==> src/rtl/cart_pkg.sv <==
// Shared definitions for the MBC1 cartridge responder: console memory map,
// MBC1 register-window decode and the responder FSM states.
package cart_pkg;

  localparam logic [15:0] ROM0_BASE = 16'h0000;
  localparam logic [15:0] ROMX_BASE = 16'h4000;
  localparam logic [15:0] VRAM_BASE = 16'h8000;
  localparam logic [15:0] SRAM_BASE = 16'hA000;
  localparam logic [15:0] WRAM_BASE = 16'hC000;

  typedef enum logic [1:0] {
    ST_IDLE,
    ST_RD_REQ,
    ST_RD_HOLD,
    ST_WR_REQ
  } state_e;

  typedef enum logic [2:0] {
    MBC_NONE,
    MBC_RAM_EN,
    MBC_BANK_LO,
    MBC_BANK_HI,
    MBC_MODE
  } mbc_reg_e;

  // Writes anywhere in the ROM window land on one of four 8 KiB register windows.
  function automatic mbc_reg_e mbc_reg_decode(input logic [15:0] addr);
    mbc_reg_e sel;
    if (addr >= VRAM_BASE)                   sel = MBC_NONE;
    else if (addr < ROM0_BASE + 16'h2000)    sel = MBC_RAM_EN;
    else if (addr < ROMX_BASE)               sel = MBC_BANK_LO;
    else if (addr < ROMX_BASE + 16'h2000)    sel = MBC_BANK_HI;
    else                                     sel = MBC_MODE;
    return sel;
  endfunction

  function automatic logic is_rom(input logic [15:0] addr);
    return addr < VRAM_BASE;
  endfunction

  function automatic logic is_rom0(input logic [15:0] addr);
    return addr < ROMX_BASE;
  endfunction

  function automatic logic is_sram(input logic [15:0] addr);
    return (addr >= SRAM_BASE) && (addr < WRAM_BASE);
  endfunction

endpackage

==> src/rtl/cart_strobe_sync.sv <==
// N-stage synchronizer for an active-low console strobe, with single-cycle
// rise/fall pulses taken from the synchronized level.
module cart_strobe_sync #(
  parameter int STAGES = 2
) (
  input  logic clock,
  input  logic reset,
  input  logic async_i,
  output logic sync_o,
  output logic rise_o,
  output logic fall_o
);

  logic [STAGES-1:0] chain_q;
  logic              prev_q;

  // Strobes idle high, so the chain resets to the inactive level.
  always_ff @(posedge clock or posedge reset) begin
    if (reset) begin
      chain_q <= '1;
      prev_q  <= 1'b1;
    end else begin
      chain_q <= {chain_q[STAGES-2:0], async_i};
      prev_q  <= chain_q[STAGES-1];
    end
  end

  assign sync_o = chain_q[STAGES-1];
  assign rise_o = chain_q[STAGES-1] & ~prev_q;
  assign fall_o = ~chain_q[STAGES-1] & prev_q;

endmodule

==> src/rtl/cart_responder.sv <==
// Cartridge-side MBC1 responder: synchronizes console strobes, keeps the bank
// registers and serves ROM/SRAM accesses from backing memory via req/ack.
module cart_responder
  import cart_pkg::*;
#(
  parameter int ROM_ADDR_W  = 21,
  parameter int RAM_ADDR_W  = 15,
  parameter int SYNC_STAGES = 2
) (
  input  logic                  clock,
  input  logic                  reset,
  input  logic [15:0]           cart_address,
  input  logic [7:0]            cart_data_in,
  output logic [7:0]            cart_data_out,
  output logic                  cart_data_oe,
  input  logic                  cart_w_enable_l,
  input  logic                  cart_r_enable_l,
  input  logic                  cart_cs_sram_l,
  output logic                  mem_req,
  output logic                  mem_sel,
  output logic                  mem_we,
  output logic [ROM_ADDR_W-1:0] mem_addr,
  output logic [7:0]            mem_wdata,
  input  logic [7:0]            mem_rdata,
  input  logic                  mem_ack,
  output logic [6:0]            rom_bank,
  output logic                  ram_enabled
);

  logic rdSync, rdFall, unusedRdRise;
  logic wrSync, wrRise, unusedWrFall;
  logic csSync, unusedCsRise, unusedCsFall;

  cart_strobe_sync #(.STAGES(SYNC_STAGES)) uRdSync (
    .clock(clock), .reset(reset), .async_i(cart_r_enable_l),
    .sync_o(rdSync), .rise_o(unusedRdRise), .fall_o(rdFall));
  cart_strobe_sync #(.STAGES(SYNC_STAGES)) uWrSync (
    .clock(clock), .reset(reset), .async_i(cart_w_enable_l),
    .sync_o(wrSync), .rise_o(wrRise), .fall_o(unusedWrFall));
  cart_strobe_sync #(.STAGES(SYNC_STAGES)) uCsSync (
    .clock(clock), .reset(reset), .async_i(cart_cs_sram_l),
    .sync_o(csSync), .rise_o(unusedCsRise), .fall_o(unusedCsFall));

  function automatic logic [ROM_ADDR_W-1:0] romXlate(input logic [13:0] off, input logic low,
                                                     input logic m, input logic [1:0] hi,
                                                     input logic [4:0] lo);
    logic [20:0] full;
    if (low) full = m ? {hi, 5'd0, off} : {7'd0, off};
    else     full = {hi, lo, off};
    return full[ROM_ADDR_W-1:0];
  endfunction

  function automatic logic [ROM_ADDR_W-1:0] sramXlate(input logic [12:0] off, input logic m,
                                                      input logic [1:0] hi);
    logic [14:0]           full;
    logic [ROM_ADDR_W-1:0] r;
    full = {(m ? hi : 2'b00), off};
    r = '0;
    r[RAM_ADDR_W-1:0] = full[RAM_ADDR_W-1:0];
    return r;
  endfunction

  logic [15:0] addrShadow_q;
  logic [7:0]  dataShadow_q;
  logic        csShadow_q;

  // Writes are acted on after /WR rises, so the bus is captured while a strobe is low.
  always_ff @(posedge clock or posedge reset) begin
    if (reset) begin
      addrShadow_q <= '0;
      dataShadow_q <= '0;
      csShadow_q   <= 1'b1;
    end else if (!rdSync || !wrSync) begin
      addrShadow_q <= cart_address;
      dataShadow_q <= cart_data_in;
      csShadow_q   <= csSync;
    end
  end

  state_e                state_q, state_d;
  logic                  ramEn_q, ramEn_d, mode_q, mode_d;
  logic [4:0]            bankLo_q, bankLo_d;
  logic [1:0]            bankHi_q, bankHi_d;
  logic                  pend_q, pend_d, pendCs_q, pendCs_d;
  logic [15:0]           pendAddr_q, pendAddr_d;
  logic [7:0]            pendData_q, pendData_d;
  logic                  memReq_q, memReq_d, memSel_q, memSel_d, memWe_q, memWe_d;
  logic [ROM_ADDR_W-1:0] memAddr_q, memAddr_d;
  logic [7:0]            memWdata_q, memWdata_d, dataOut_q, dataOut_d;
  logic                  oe_q, oe_d, abort_q, abort_d;

  always_ff @(posedge clock or posedge reset) begin
    if (reset) begin
      state_q    <= ST_IDLE;
      ramEn_q    <= 1'b0;
      mode_q     <= 1'b0;
      bankLo_q   <= 5'd1;
      bankHi_q   <= 2'd0;
      pend_q     <= 1'b0;
      pendCs_q   <= 1'b1;
      pendAddr_q <= '0;
      pendData_q <= '0;
      memReq_q   <= 1'b0;
      memSel_q   <= 1'b0;
      memWe_q    <= 1'b0;
      memAddr_q  <= '0;
      memWdata_q <= '0;
      dataOut_q  <= '0;
      oe_q       <= 1'b0;
      abort_q    <= 1'b0;
    end else begin
      state_q    <= state_d;
      ramEn_q    <= ramEn_d;
      mode_q     <= mode_d;
      bankLo_q   <= bankLo_d;
      bankHi_q   <= bankHi_d;
      pend_q     <= pend_d;
      pendCs_q   <= pendCs_d;
      pendAddr_q <= pendAddr_d;
      pendData_q <= pendData_d;
      memReq_q   <= memReq_d;
      memSel_q   <= memSel_d;
      memWe_q    <= memWe_d;
      memAddr_q  <= memAddr_d;
      memWdata_q <= memWdata_d;
      dataOut_q  <= dataOut_d;
      oe_q       <= oe_d;
      abort_q    <= abort_d;
    end
  end

  logic        doWrite, wCs;
  logic [15:0] wAddr;
  logic [7:0]  wData;
  mbc_reg_e    mbcSel;

  always_comb begin
    state_d    = state_q;
    ramEn_d    = ramEn_q;
    mode_d     = mode_q;
    bankLo_d   = bankLo_q;
    bankHi_d   = bankHi_q;
    pend_d     = pend_q;
    pendCs_d   = pendCs_q;
    pendAddr_d = pendAddr_q;
    pendData_d = pendData_q;
    memReq_d   = memReq_q;
    memSel_d   = memSel_q;
    memWe_d    = memWe_q;
    memAddr_d  = memAddr_q;
    memWdata_d = memWdata_q;
    dataOut_d  = dataOut_q;
    oe_d       = oe_q;
    abort_d    = abort_q;
    doWrite    = 1'b0;
    wAddr      = pendAddr_q;
    wData      = pendData_q;
    wCs        = pendCs_q;

    // A parked write wins over a fresh strobe; a fresh write is parked if it can't go now.
    if (state_q == ST_IDLE) begin
      if (pend_q) begin
        doWrite = 1'b1;
        pend_d  = 1'b0;
      end else if (wrRise) begin
        doWrite = 1'b1;
        wAddr   = addrShadow_q;
        wData   = dataShadow_q;
        wCs     = csShadow_q;
      end
    end
    if (wrRise && (state_q != ST_IDLE || pend_q)) begin
      pend_d     = 1'b1;
      pendAddr_d = addrShadow_q;
      pendData_d = dataShadow_q;
      pendCs_d   = csShadow_q;
    end

    mbcSel = mbc_reg_decode(wAddr);

    case (state_q)
      ST_IDLE: begin
        if (doWrite) begin
          case (mbcSel)
            MBC_RAM_EN:  ramEn_d  = (wData[3:0] == 4'hA);
            MBC_BANK_LO: bankLo_d = (wData[4:0] == 5'd0) ? 5'd1 : wData[4:0];
            MBC_BANK_HI: bankHi_d = wData[1:0];
            MBC_MODE:    mode_d   = wData[0];
            default: begin
              if (is_sram(wAddr) && !wCs && ramEn_q) begin
                state_d    = ST_WR_REQ;
                memReq_d   = 1'b1;
                memSel_d   = 1'b1;
                memWe_d    = 1'b1;
                memAddr_d  = sramXlate(wAddr[12:0], mode_q, bankHi_q);
                memWdata_d = wData;
              end
            end
          endcase
        end else if (rdFall) begin
          if (is_rom(cart_address)) begin
            state_d   = ST_RD_REQ;
            memReq_d  = 1'b1;
            memSel_d  = 1'b0;
            memWe_d   = 1'b0;
            memAddr_d = romXlate(cart_address[13:0], is_rom0(cart_address), mode_q,
                                 bankHi_q, bankLo_q);
          end else if (is_sram(cart_address) && !csSync) begin
            if (ramEn_q) begin
              state_d   = ST_RD_REQ;
              memReq_d  = 1'b1;
              memSel_d  = 1'b1;
              memWe_d   = 1'b0;
              memAddr_d = sramXlate(cart_address[12:0], mode_q, bankHi_q);
            end else begin
              state_d   = ST_RD_HOLD;
              dataOut_d = 8'hFF;
              oe_d      = 1'b1;
            end
          end
        end
      end
      ST_RD_REQ: begin
        // Once /RD has gone away the data is unwanted, but the memory still owes an ack.
        if (mem_ack) begin
          memReq_d = 1'b0;
          abort_d  = 1'b0;
          if (abort_q || rdSync) begin
            state_d = ST_IDLE;
          end else begin
            dataOut_d = mem_rdata;
            oe_d      = 1'b1;
            state_d   = ST_RD_HOLD;
          end
        end else if (rdSync) begin
          abort_d = 1'b1;
        end
      end
      ST_RD_HOLD: begin
        if (rdSync) begin
          oe_d    = 1'b0;
          state_d = ST_IDLE;
        end
      end
      ST_WR_REQ: begin
        if (mem_ack) begin
          memReq_d = 1'b0;
          memWe_d  = 1'b0;
          state_d  = ST_IDLE;
        end
      end
      default: state_d = ST_IDLE;
    endcase
  end

  assign cart_data_out = dataOut_q;
  assign cart_data_oe  = oe_q;
  assign mem_req       = memReq_q;
  assign mem_sel       = memSel_q;
  assign mem_we        = memWe_q;
  assign mem_addr      = memAddr_q;
  assign mem_wdata     = memWdata_q;
  assign rom_bank      = {bankHi_q, bankLo_q};
  assign ram_enabled   = ramEn_q;

endmodule
==> config.mk <==
export PLATFORM = sky130hd
export DESIGN_NAME = cart_responder
export DESIGN_NICKNAME = d
export VERILOG_FILES = /design/src/rtl/cart_pkg.sv /design/src/rtl/cart_strobe_sync.sv /design/src/rtl/cart_responder.sv
export SDC_FILE = /design/constraint.sdc
export NUM_CORES = 1
export LEC_CHECK = 0
export BUFFER_PORTS_ARGS = -buffer_cell sky130_fd_sc_hd__clkbuf_2
export CORE_MARGIN = 2
export CORE_UTILIZATION = 45
export DETAILED_ROUTE_END_ITERATION = 16
export HOLD_SLACK_MARGIN = 0.03
export PLACE_DENSITY = 0.69
export SYNTH_ARGS = -nofsm -noshare
export SYNTH_HDL_FRONTEND = slang
export SYNTH_HIERARCHICAL = 1
export SYNTH_SLANG_ARGS = --single-unit
export TNS_END_PERCENT = 100
==> constraint.sdc <==
create_clock -name clock -period 3.3 [get_ports clock]
set_input_delay 0.495 -clock clock [delete_from_list [all_inputs] [get_ports clock]]
set_output_delay 0.495 -clock clock [all_outputs]
set_load 0.005 [all_outputs]
* Word-level counts from Yosys, hierarchy flattened
Index checks and enable logic that the tools add are counted.
** Word-level totals
- Flip-flop bits (word level) :: 112
- Output and inout bits :: 49
- Word-level logic and storage cells :: 182
** Operators by class
- Magnitude comparators :: 10
- Equal/unequal tests :: 25
- Multiplexer cells :: 78
- Bitwise gates (word level) :: 5
- Reduce and logical (&&, ||, !) cells :: 39
** Operators with widths (number)
- $mux W21 :: 9
- $mux W8 :: 10
- $ge A16 B16 Y1 const B :: 3
- $lt A16 B15 Y1 const B :: 3
- $lt A16 B16 Y1 const B :: 3
- $mux W16 :: 3
- $mux W1 :: 34
- $mux W2 :: 12
- $reduce_and A7 Y1 :: 3
- $lt A16 B14 Y1 const B :: 1
- $ne A2 B2 Y1 const B :: 8
- $pmux W8 S2 :: 1
- $reduce_bool A2 Y1 :: 7
- $mux W3 :: 4
- $reduce_and A3 Y1 :: 4
- $reduce_and A9 Y1 :: 1
- $reduce_bool A3 Y1 :: 3
- $ne A2 B1 Y1 const B :: 4
- $pmux W2 S4 :: 1
- $reduce_and A8 Y1 :: 1
- $eq A3 B2 Y1 const B :: 2
- $logic_and A1 B1 Y1 :: 6
- $ne A3 B3 Y1 const B :: 2
- $reduce_and A6 Y1 :: 1
- other kinds (21) :: 31

* Longest topological paths before layout
Gate-level depths: netlist of the first run.
- Depth after elaboration :: 15
- Mapped depth :: 10
- Depth with buffers taken out :: 7

* Cells and area by module
Netlist of the first run, hierarchy kept.
** By module, submodules not included
- cart_responder :: times used 1, cells each 394, area an instance 4672.0 um^2
- cart_strobe_sync :: times used 3, cells each 6, area an instance 97.6 um^2

* Worst setup path after synthesis of the first run
OpenSTA, ideal clock, no wires.
- Kind :: register -> register
- Start point :: register state_q[0]
- End point :: register state_q[1]
- Arrival time :: 2269 ps
- Setup slack :: 904 ps
- Cell stages (with the launch flop) :: 10
- Buffers on the path :: 2
- Period minus slack after synthesis :: 2396 ps
- Cells stage by stage :: dfrtp_1 > inv_1 > ha_1 > buf_2 > and3b_1 > buf_6 > or3_1 > and3_4 > a2111oi_4 > mux2_1
** On the way
- Word-level cells in the longest chain between the ends :: 11
** Ends and longest elaborated chain
- start: declaration :: line cart_responder.sv:80 : state_e state_q, state_d;
- start signal: assignment :: line cart_responder.sv:112 : state_q <= state_d;
- $logic_not A2 Y1 :: line cart_responder.sv:161, cart_responder.sv:181
- $mux W16 :: line cart_responder.sv:161 : if (state_q == ST_IDLE) begin
- $lt A16 B15 Y1 :: line cart_pkg.sv:32 : else if (addr < ROMX_BASE + 16'h2000) sel = MBC_BANK_HI;
- $mux W3 :: line cart_pkg.sv:32
- $mux W3 :: line cart_pkg.sv:31 : else if (addr < ROMX_BASE) sel = MBC_BANK_LO;
- $mux W3 :: line cart_pkg.sv:30 : else if (addr < ROM0_BASE + 16'h2000) sel = MBC_RAM_EN;
- $mux W3 :: line cart_pkg.sv:29 : if (addr >= VRAM_BASE) sel = MBC_NONE;
- $eq A3 B3 Y1, or another cell as far along :: line cart_responder.sv:184 : case (mbcSel)
- $reduce_or A4 Y1 (no line)
- $ne A3 B3 Y1 (no line)
- $reduce_and A7 Y1 (no line)
Several ways; a longest one is shown, not always the timed one.
A chain may end at the register's enable or synchronous reset.

* Final worst setup path of the first run
- Start point :: register state_q[1]
- End point :: register state_q[1]
The elaborated chain is that of the path after synthesis.

==> results of run 1 <==
==> power by group through the flow <==
stage               logic [mW]  registers (mW)  clock network [mW]
finish                    1.60            2.11               0.968
global route              1.79            2.17                1.06
CTS                       1.62            2.11               0.999
detailed placement        1.62            2.13                   0
global placement          1.58            2.11                   0
floorplan                 1.08            2.07                   0
==> worst max-delay path, stage by stage (launching register included) <==
cell and delay, ns:
dfrtp_1 0.43, inv_1 0.10, ha_1 0.21, buf_4 0.24, and3b_1 0.20, or3_1 0.33
and3_4 0.21, a2111oi_4 0.37, mux2_1 0.35
==> layer usage <==
| layer | wire, µm | track usage | vias to the layer above |
|---|---|---|---|
| li1 | - | - | 1647 |
| met1 | 4820 | 0.257 | 1727 |
| met2 | 4930 | 0.289 | 91 |
| met3 | 422 | 0.0332 | 14 |
| met4 | 197 | 0.0870 | 0 |
| met5 | 0 | 0 | - |
==> cells in the final DEF, fill, tap and decap left out, types with 2 or more instances in the layout <==
cell and instances:
a22o_1 17, a21oi_1 14, mux2i_1 5, clkbuf_2 86, o22ai_1 2, o21bai_1 2
clkbuf_8 9, nor2b_1 4, nor3_1 5, or3_1 2, clkinv_4 2, o21ai_0 24
o21a_1 2, nor4_1 2, o221ai_1 2, bufinv_16 3, a31oi_1 6, nand2_1 40
o22a_1 8, inv_1 12, and2_1 2, nand3_1 3, o31ai_1 3, dfrtp_1 101
nand2b_1 8, dfstp_2 11, nor2_1 17, ha_1 6, nand3b_1 2, a22oi_1 11
mux2_2 61, buf_4 11
==> registers in the layout (all words and copies together), names as in the netlist, 2 cells and up <==
register         flops
mem_addr            21
addrShadow_q        16
pendAddr_q          16
cart_data_out        8
dataShadow_q         8
mem_wdata            8
pendData_q           8
bankLo_q             5
bankHi_q             2
state_q              2
uCsSync/chain_q      2
uRdSync/chain_q      2
uWrSync/chain_q      2
==> area by class of cell <==
cell class / count / area, µm² / share of cell area
inverter: 13 / 51.3 / 0.00886
tap: 140 / 175 / 0.0302
sequential: 112 / 2820 / 0.486
timing repair buffer: 98 / 533 / 0.0920
clock buffer: 9 / 124 / 0.0214
clock inverter: 7 / 120 / 0.0207
multi-input combinational: 263 / 1970 / 0.340
==> stage by stage <==
step                cell area [µm²]  setup WS [ns]  hold slack (ns)  utilization  power, mW
floorplan                      4910         0.0778            0.345            -       3.16
global placement               5550          0.821            0.349        0.516       3.69
detailed placement             5550          0.762            0.348        0.516       3.75
CTS                            5790          0.740            0.162        0.539       4.73
global route                   5790          0.582            0.151        0.539       5.02
finish                         5790          0.734            0.178        0.539       4.68
==> path summary, 6_finish.rpt <==
kind | start | endpoint | slack, ns | depth (start not counted)
max in group asynchronous | reset | pendCs_q | 2.32 | 3
max | state_q[1] | state_q[1] | 0.73 | 8
min | reset | uCsSync/chain_q[1] | 0.18 | 2
min in group clock | cart_w_enable_l | uWrSync/chain_q[0] | 0.18 | 1
min reg2reg | uCsSync/chain_q[0] | uCsSync/chain_q[1] | 0.36 | 0
max reg2reg | state_q[1] | state_q[1] | 0.73 | 8
==> results.cfg, run 1 <==
[outcome]
status = completed

[placed_design]
dpl.hpwl_mm = 7.35
numPlacedInstances = 626
gp_congestion = 0.820
port_buffers = 86

[routing]
drtPass1Iterations = 4
ant_nets = 0
wl_per_cell_um = 16.1
vias = 3479
vias_per_cell = 5.42
drt_iter0_drc = 220
drt_wl_total_mm = 10.4
drc = 0

[sta]
fin_skew_ns = 0.00777
maxSlewViolCount = 0
fin_tns_setup_ns = 0
worst_slew_pin_slew_ns = 0.646
fmax_mhz = 390
min_period_over_period = 0.778
min_period_ns = 2.57
hold_viol_final = 0
slew-limit-headroom = 0.569
rsz0062_at_grt = false
finalSetupViolations = 0

[floorplanning]
die_x_um = 108
row_count = 38
dieArea_um2 = 11800
die_h_um = 108
num_io_pins = 87
core_area_um2 = 10700
start_util = 0.457

[finish]
nNetsFinal = 541
fillers = 979
areaGrowthSynthToFinish_pct = 18.0
num_antenna_cells = 0
drive_gt1_frac = 0.382
finalNonFillerCells = 642

[synth]
synth_area_um2 = 4910
netlist_instances = 407
syn_nets = 451
yosys_warnings = 6
syn_area_per_cell_um2 = 12.1

[worst_setup_path]
startpoint_type = flop
path_class = flop to flop
endpoint_kind = flop
arrival_ns = 2.84
critPathRequiredTime_ns = 3.57
worstPathMaxFanout = 24

[clocking]
clk_pin_slew_ns = 0.10
post_cts_resized = 0
post_cts.repair.setup_buffers = 0
root_buffer = clkbuf_8
cts_buffers = 9
h-tree-depth = 3
postCtsHoldBufs = 0
clockBufferDepth = 2
cts.sinks = 112
cts_tree = built
clk_latency_ns = 0.38

[global_route]
grt-ovfl-total = 0
first_global_vias = 3398
grt.total_usage = 0.187
grt_pass1_wl_mm = 16.8
antenna_found_initial = 0
grt_start_max_net_pins = 55

[power]
clockPowerShare = 0.207
p_sw_mw = 1.58
combPwrFrac = 0.343
power_frac_seq = 0.451
ir_worst_vdd_mv = 0.315
power.internal_mw = 3.10
p_leak_nw = 2.64
switching_share = 0.338
power_density_nw_per_um2 = 808

[hold_path]
worstHoldPathType = input pin to async pin

[flow_run]
drv_cap = 0
(Power assumes the default switching activity.)
==> inputs of run 2 (changes only) <==
- PLACE_DENSITY: 0.69 -> 0.66
- clock period: 3.3 -> 2.5 ns (I/O delays scaled with it)
==> run 2 against run 1 <==
Non-clock buffer count up 4. Die area unchanged. First-iteration DRC count down 14%. Register-to-register slack worse by 0.60 ns. Sequential cell count unchanged. Critical path type unchanged. Largest cell class unchanged.
==> results.cfg, run 2 (same netlist as run 1, synthesis figures left out) <==
[sta]
min_period_ns = 2.37
maxSlewViolCount = 0
worst_slew_pin_slew_ns = 0.578
fin_skew_ns = 0.0108
min_period_over_period = 0.948
hold_viol_final = 0
slew-limit-headroom = 0.610
fin_ws_ns = 0.129
finalSetupViolations = 0
fin_tns_setup_ns = 0
fmax_mhz = 422

[global_route]
first_global_vias = 3419
grt_start_max_net_pins = 105
grt_pass1_wl_mm = 17.0
antenna_found_initial = 0
grt.total_usage = 0.186
grt-ovfl-total = 0

[floorplanning]
row_count = 38
die_x_um = 108
die_h_um = 108
num_io_pins = 87
core_area_um2 = 10700
dieArea_um2 = 11800
start_util = 0.457

[worst_setup_path]
r2r_start = state_q[1]
worstPathMaxFanout = 21
reg2regPathDepth = 8
endpoint_kind = flop
r2r-end = state_q[1]
path_class = flop to flop
ff2ff_setup_slack_ns = 0.13
critPathRequiredTime_ns = 2.75
startpoint_type = flop
arrival_ns = 2.62

[routing]
drc = 0
ant_nets = 0
vias_per_cell = 5.34
drtPass1Iterations = 4
drt_iter0_drc = 189
wl_per_cell_um = 16.0
drt_wl_total_mm = 10.3
vias = 3447

[power]
clockPowerShare = 0.170
p_leak_nw = 2.64
power_frac_seq = 0.464
combPwrFrac = 0.367
power.internal_mw = 3.87
switching_share = 0.352
ir_worst_vdd_mv = 0.428
p_sw_mw = 2.10
power_density_nw_per_um2 = 1030

[finish]
areaGrowthSynthToFinish_pct = 18.2
stdcell_area_um2 = 5800
drive_gt1_frac = 0.393
largest_reg_flops = 21
num_antenna_cells = 0
layout_common_cells = 101 x dfrtp_1, 86 x clkbuf_2, 61 x mux2_2
layout_commonest_cell = dfrtp_1
nNetsFinal = 545
finalNonFillerCells = 646

[clocking]
clockBufferDepth = 2
cts_tree = built
root_buffer = clkbuf_8
h-tree-depth = 3
clk_pin_slew_ns = 0.10
cts.sinks = 112
clk_latency_ns = 0.37
cts_buffers = 9
postCtsHoldBufs = 0

[placed_design]
numPlacedInstances = 630
port_buffers = 86
place_area_um2 = 5600
gp_congestion = 0.811
dpl.hpwl_mm = 7.18
place_ws_ns = 0.0514

[outcome]
status = completed

[hold_path]
worstHoldPathType = input pin to async pin

[flow_run]
drv_cap = 0
==> run 2: cell count changes in the layout (fill, tap and decap cells not counted), sizes merged <==
cell | previous run | this run
bufinv | 3 | 0
inv | 13 | 14
clkinv | 3 | 2
buf | 12 | 16
clkbuf | 95 | 96
clkinvlp | 1 | 3
==> run 2: power by group through the flow <==
stage	clock, mW	sequential (mW)	combinational [mW]
after CTS	1.06	2.77	2.19
after global placement	0	2.78	2.14
after floorplan	0	2.74	1.43
final	1.01	2.77	2.19
after global routing	1.14	2.86	2.45
after detailed placement	0	2.80	2.19
==> run 2: cell type report <==
class	count	area, µm²
Clock inverter	6	50.0
Fill cell	988	4940
Timing Repair Buffer	102	588
Tap cell	140	175
Inverter	13	52.6
Multi-Input combinational cell	263	1980
Sequential cell	112	2820
Clock buffer	10	138
==> run 2: per-stage QoR <==
stage	hold WS, ns	utilization	total power [mW]
final	0.0623	0.540	5.97
after global routing	0.0633	0.540	6.44
after CTS	0.0484	0.539	6.02
after detailed placement	0.348	0.522	4.99
after global placement	0.350	0.522	4.92
after floorplan	0.287	-	4.17
==> run 2: worst max path at each step <==
stage                    start          to  slack, ns
CTS                 state_q[1]  state_q[1]       0.03
detailed placement  state_q[1]  state_q[1]       0.05
floorplan           state_q[0]  state_q[1]       0.10
global placement    state_q[1]  state_q[1]       0.16
finish              state_q[1]  state_q[1]       0.13
global route        state_q[1]  state_q[1]      -0.01
==> run 2: critical path: stages, from the launching register on <==
cell and delay, ns:
dfrtp_1 0.44, inv_1 0.13, ha_2 0.24, buf_4 0.28
nand2b_1 0.12, or2_2 0.31, a21oi_1 0.31, a2111oi_4 0.10
mux2_1 0.33
==> run 2: routing by layer <==
layer / part of all wire / GRT usage / up-vias
li1: - / - / 1642
met4: 0.013 / 0.0714 / 0
met3: 0.032 / 0.0235 / 8
met5: 0 / 0 / -
met2: 0.47 / 0.296 / 65
met1: 0.48 / 0.260 / 1732
==> run 2: what timing repair did <==
item	in CTS	in global routing
hold endpoints to repair	0	0
setup endpoints to repair	0	4
gates resized for setup	0	3
setup buffers	0	0
==> inputs of run 3 (changes only) <==
- SYNTH_HIERARCHICAL: 1 -> default
==> run 3 against run 2 <==
Combinational power down 4%. Global-route usage up 1.5 points. Via count up 9.7%. Clock power up 36%. Largest cell class unchanged.
==> results.cfg, run 3 <==
[outcome]
status = completed

[sta]
fmax_mhz = 427
min_period_ns = 2.34
slew-limit-headroom = 0.603
hold_viol_final = 0
min_period_over_period = 0.937
fin_ws_ns = 0.158
fin_tns_setup_ns = 0
whs_ns = 0.102
maxSlewViolCount = 0
worst_slew_pin_slew_ns = 0.595
rsz0062_at_grt = false
fin_skew_ns = 0.00591
finalSetupViolations = 0

[synth]
yosys.area_share.simple = 0.178
yosysTopAreaCellShare = 0.492
synth_xor_area_frac = 0
yosys-top-cells-area = dfrtp_1 49%, mux2_2 14%, dfstp_2 5.6%
syn_area_per_cell_um2 = 11.4
synth_seq_area_share = 0.548
post-synth-top-count-cell = dfrtp_1
ys.flop_type = dfrtp_1
synthTopCellsByCount = 101 x dfrtp_1, 64 x mux2_2, 47 x nor3_1
yosys_warnings = 0
yosysTopAreaCell = dfrtp_1
syn_nets = 496
synth-async-reset-ratio = 1.00
netlist_instances = 452
synth_area_um2 = 5140
synth-seq-cells = 112
synth_edf_count = 0
synth-adder-area-share = 0.0146
synth_compound_area_frac = 0.0772
synth.distinct_cells = 49
muxShareOfSynthArea = 0.154
synth_top_family_by_area = simple AND/OR/NAND/NOR gates

[routing]
drt_wl_total_mm = 11.9
drt_iter0_drc = 193
vias_per_cell = 5.48
ant_nets = 0
drtPass1Iterations = 4
vias = 3782
drc = 0
wl_per_cell_um = 17.2

[worst_setup_path]
endpoint_kind = flop
arrival_ns = 2.57
startpoint_type = flop
path_class = flop to flop
worstPathMaxFanout = 9
critPathRequiredTime_ns = 2.73
ff2ff_setup_slack_ns = 0.16

[finish]
multiInputGateArea_um2 = 2200
num_antenna_cells = 0
ff_latch_area_um2 = 2820
layout_common_cells = 101 x dfrtp_1, 86 x clkbuf_2, 64 x mux2_2
layout_commonest_cell = dfrtp_1
largest_reg_flops = 21
nNetsFinal = 586
areaGrowthSynthToFinish_pct = 18.5
drive_gt1_frac = 0.378
fillers = 996
stdcell_area_um2 = 6090

[clocking]
cts.sinks = 112
root_buffer = clkbuf_16
postCtsHoldBufs = 0
clk_latency_ns = 0.35
clockBufferDepth = 2
post_cts_resized = 0
cts_tree = built
post_cts.repair.setup_buffers = 0
cts_buffers = 9
h-tree-depth = 3
clk_pin_slew_ns = 0.07

[global_route]
grt_start_max_net_pins = 113
grt.total_usage = 0.201
grt-ovfl-total = 0
first_global_vias = 3859
grt_pass1_wl_mm = 19.6
antenna_found_initial = 0

[floorplanning]
die_x_um = 111
start_util = 0.456
dieArea_um2 = 12300
core_area_um2 = 11300
row_count = 39
die_h_um = 111
num_io_pins = 87

[placed_design]
place_ws_ns = 0.119
place_area_um2 = 5800
dpl.hpwl_mm = 8.20
port_buffers = 86
gp_congestion = 0.840

[flow_run]
drv_cap = 0

[hold_path]
worstHoldPathType = input pin to flop

[power]
finalPower_mw = 6.35
ir_worst_vdd_mv = 0.458
power_density_nw_per_um2 = 1040
p_leak_nw = 2.72
## run 3: power breakdown
group,internal [mW],switching (mW)
Sequential,2.44,0.437
Combinational,1.06,1.04
Clock,0.712,0.655
## run 3: kinds of logic after synthesis
family / count (synthesis)
buffers and inverters: 30
AND/OR/NAND/NOR: 168
adder cells (fa/ha/maj): 6
flip-flops: 112
multiplexers: 71
AO/OA/AOI/OAI: 65
## run 3: stage by stage
step / util / instances
3_3_place_gp: 0.515 / 674
2_1_floorplan: - / 452
6_report: 0.540 / 690
4_1_cts: 0.540 / 690
3_5_place_dp: 0.515 / 674
5_1_grt: 0.540 / 690
## run 3: per-layer routing
layer / vias up / wire (µm) / track usage
li1: 1799 / - / -
met1: 1880 / 5420 / 0.261
met2: 88 / 5760 / 0.335
met3: 15 / 536 / 0.0448
met4: 0 / 150 / 0.0683
met5: - / 0 / 0
## run 3: path summary, 6_finish.rpt
path,start,end,cells after the start
setup / recovery,state_q[0],state_q[1],7
setup reg to reg,state_q[0],state_q[1],7
hold / removal,cart_cs_sram_l,uCsSync.chain_q[0],1
min in group asynchronous,reset,mem_addr[3],3
max in group asynchronous,reset,mem_addr[18],3
hold reg to reg,uWrSync.chain_q[0],uWrSync.chain_q[1],0
## run 3: cell type report
type,instances,area share
Clock buffer,11,0.0399
Clock inverter,5,0.00698
Inverter,6,0.00431
Multi-Input combinational cell,310,0.361
Sequential cell,112,0.462
Tap cell,143,0.0294
Timing Repair Buffer,103,0.0957
## run 3: critical path, cell delays in order (launching register included)
cell and delay [ns]:
dfrtp_1 0.40, inv_1 0.17, ha_2 0.31, nand4bb_1 0.20, nor3_2 0.31, nor3_2 0.11
nor4_4 0.35, mux2_1 0.36
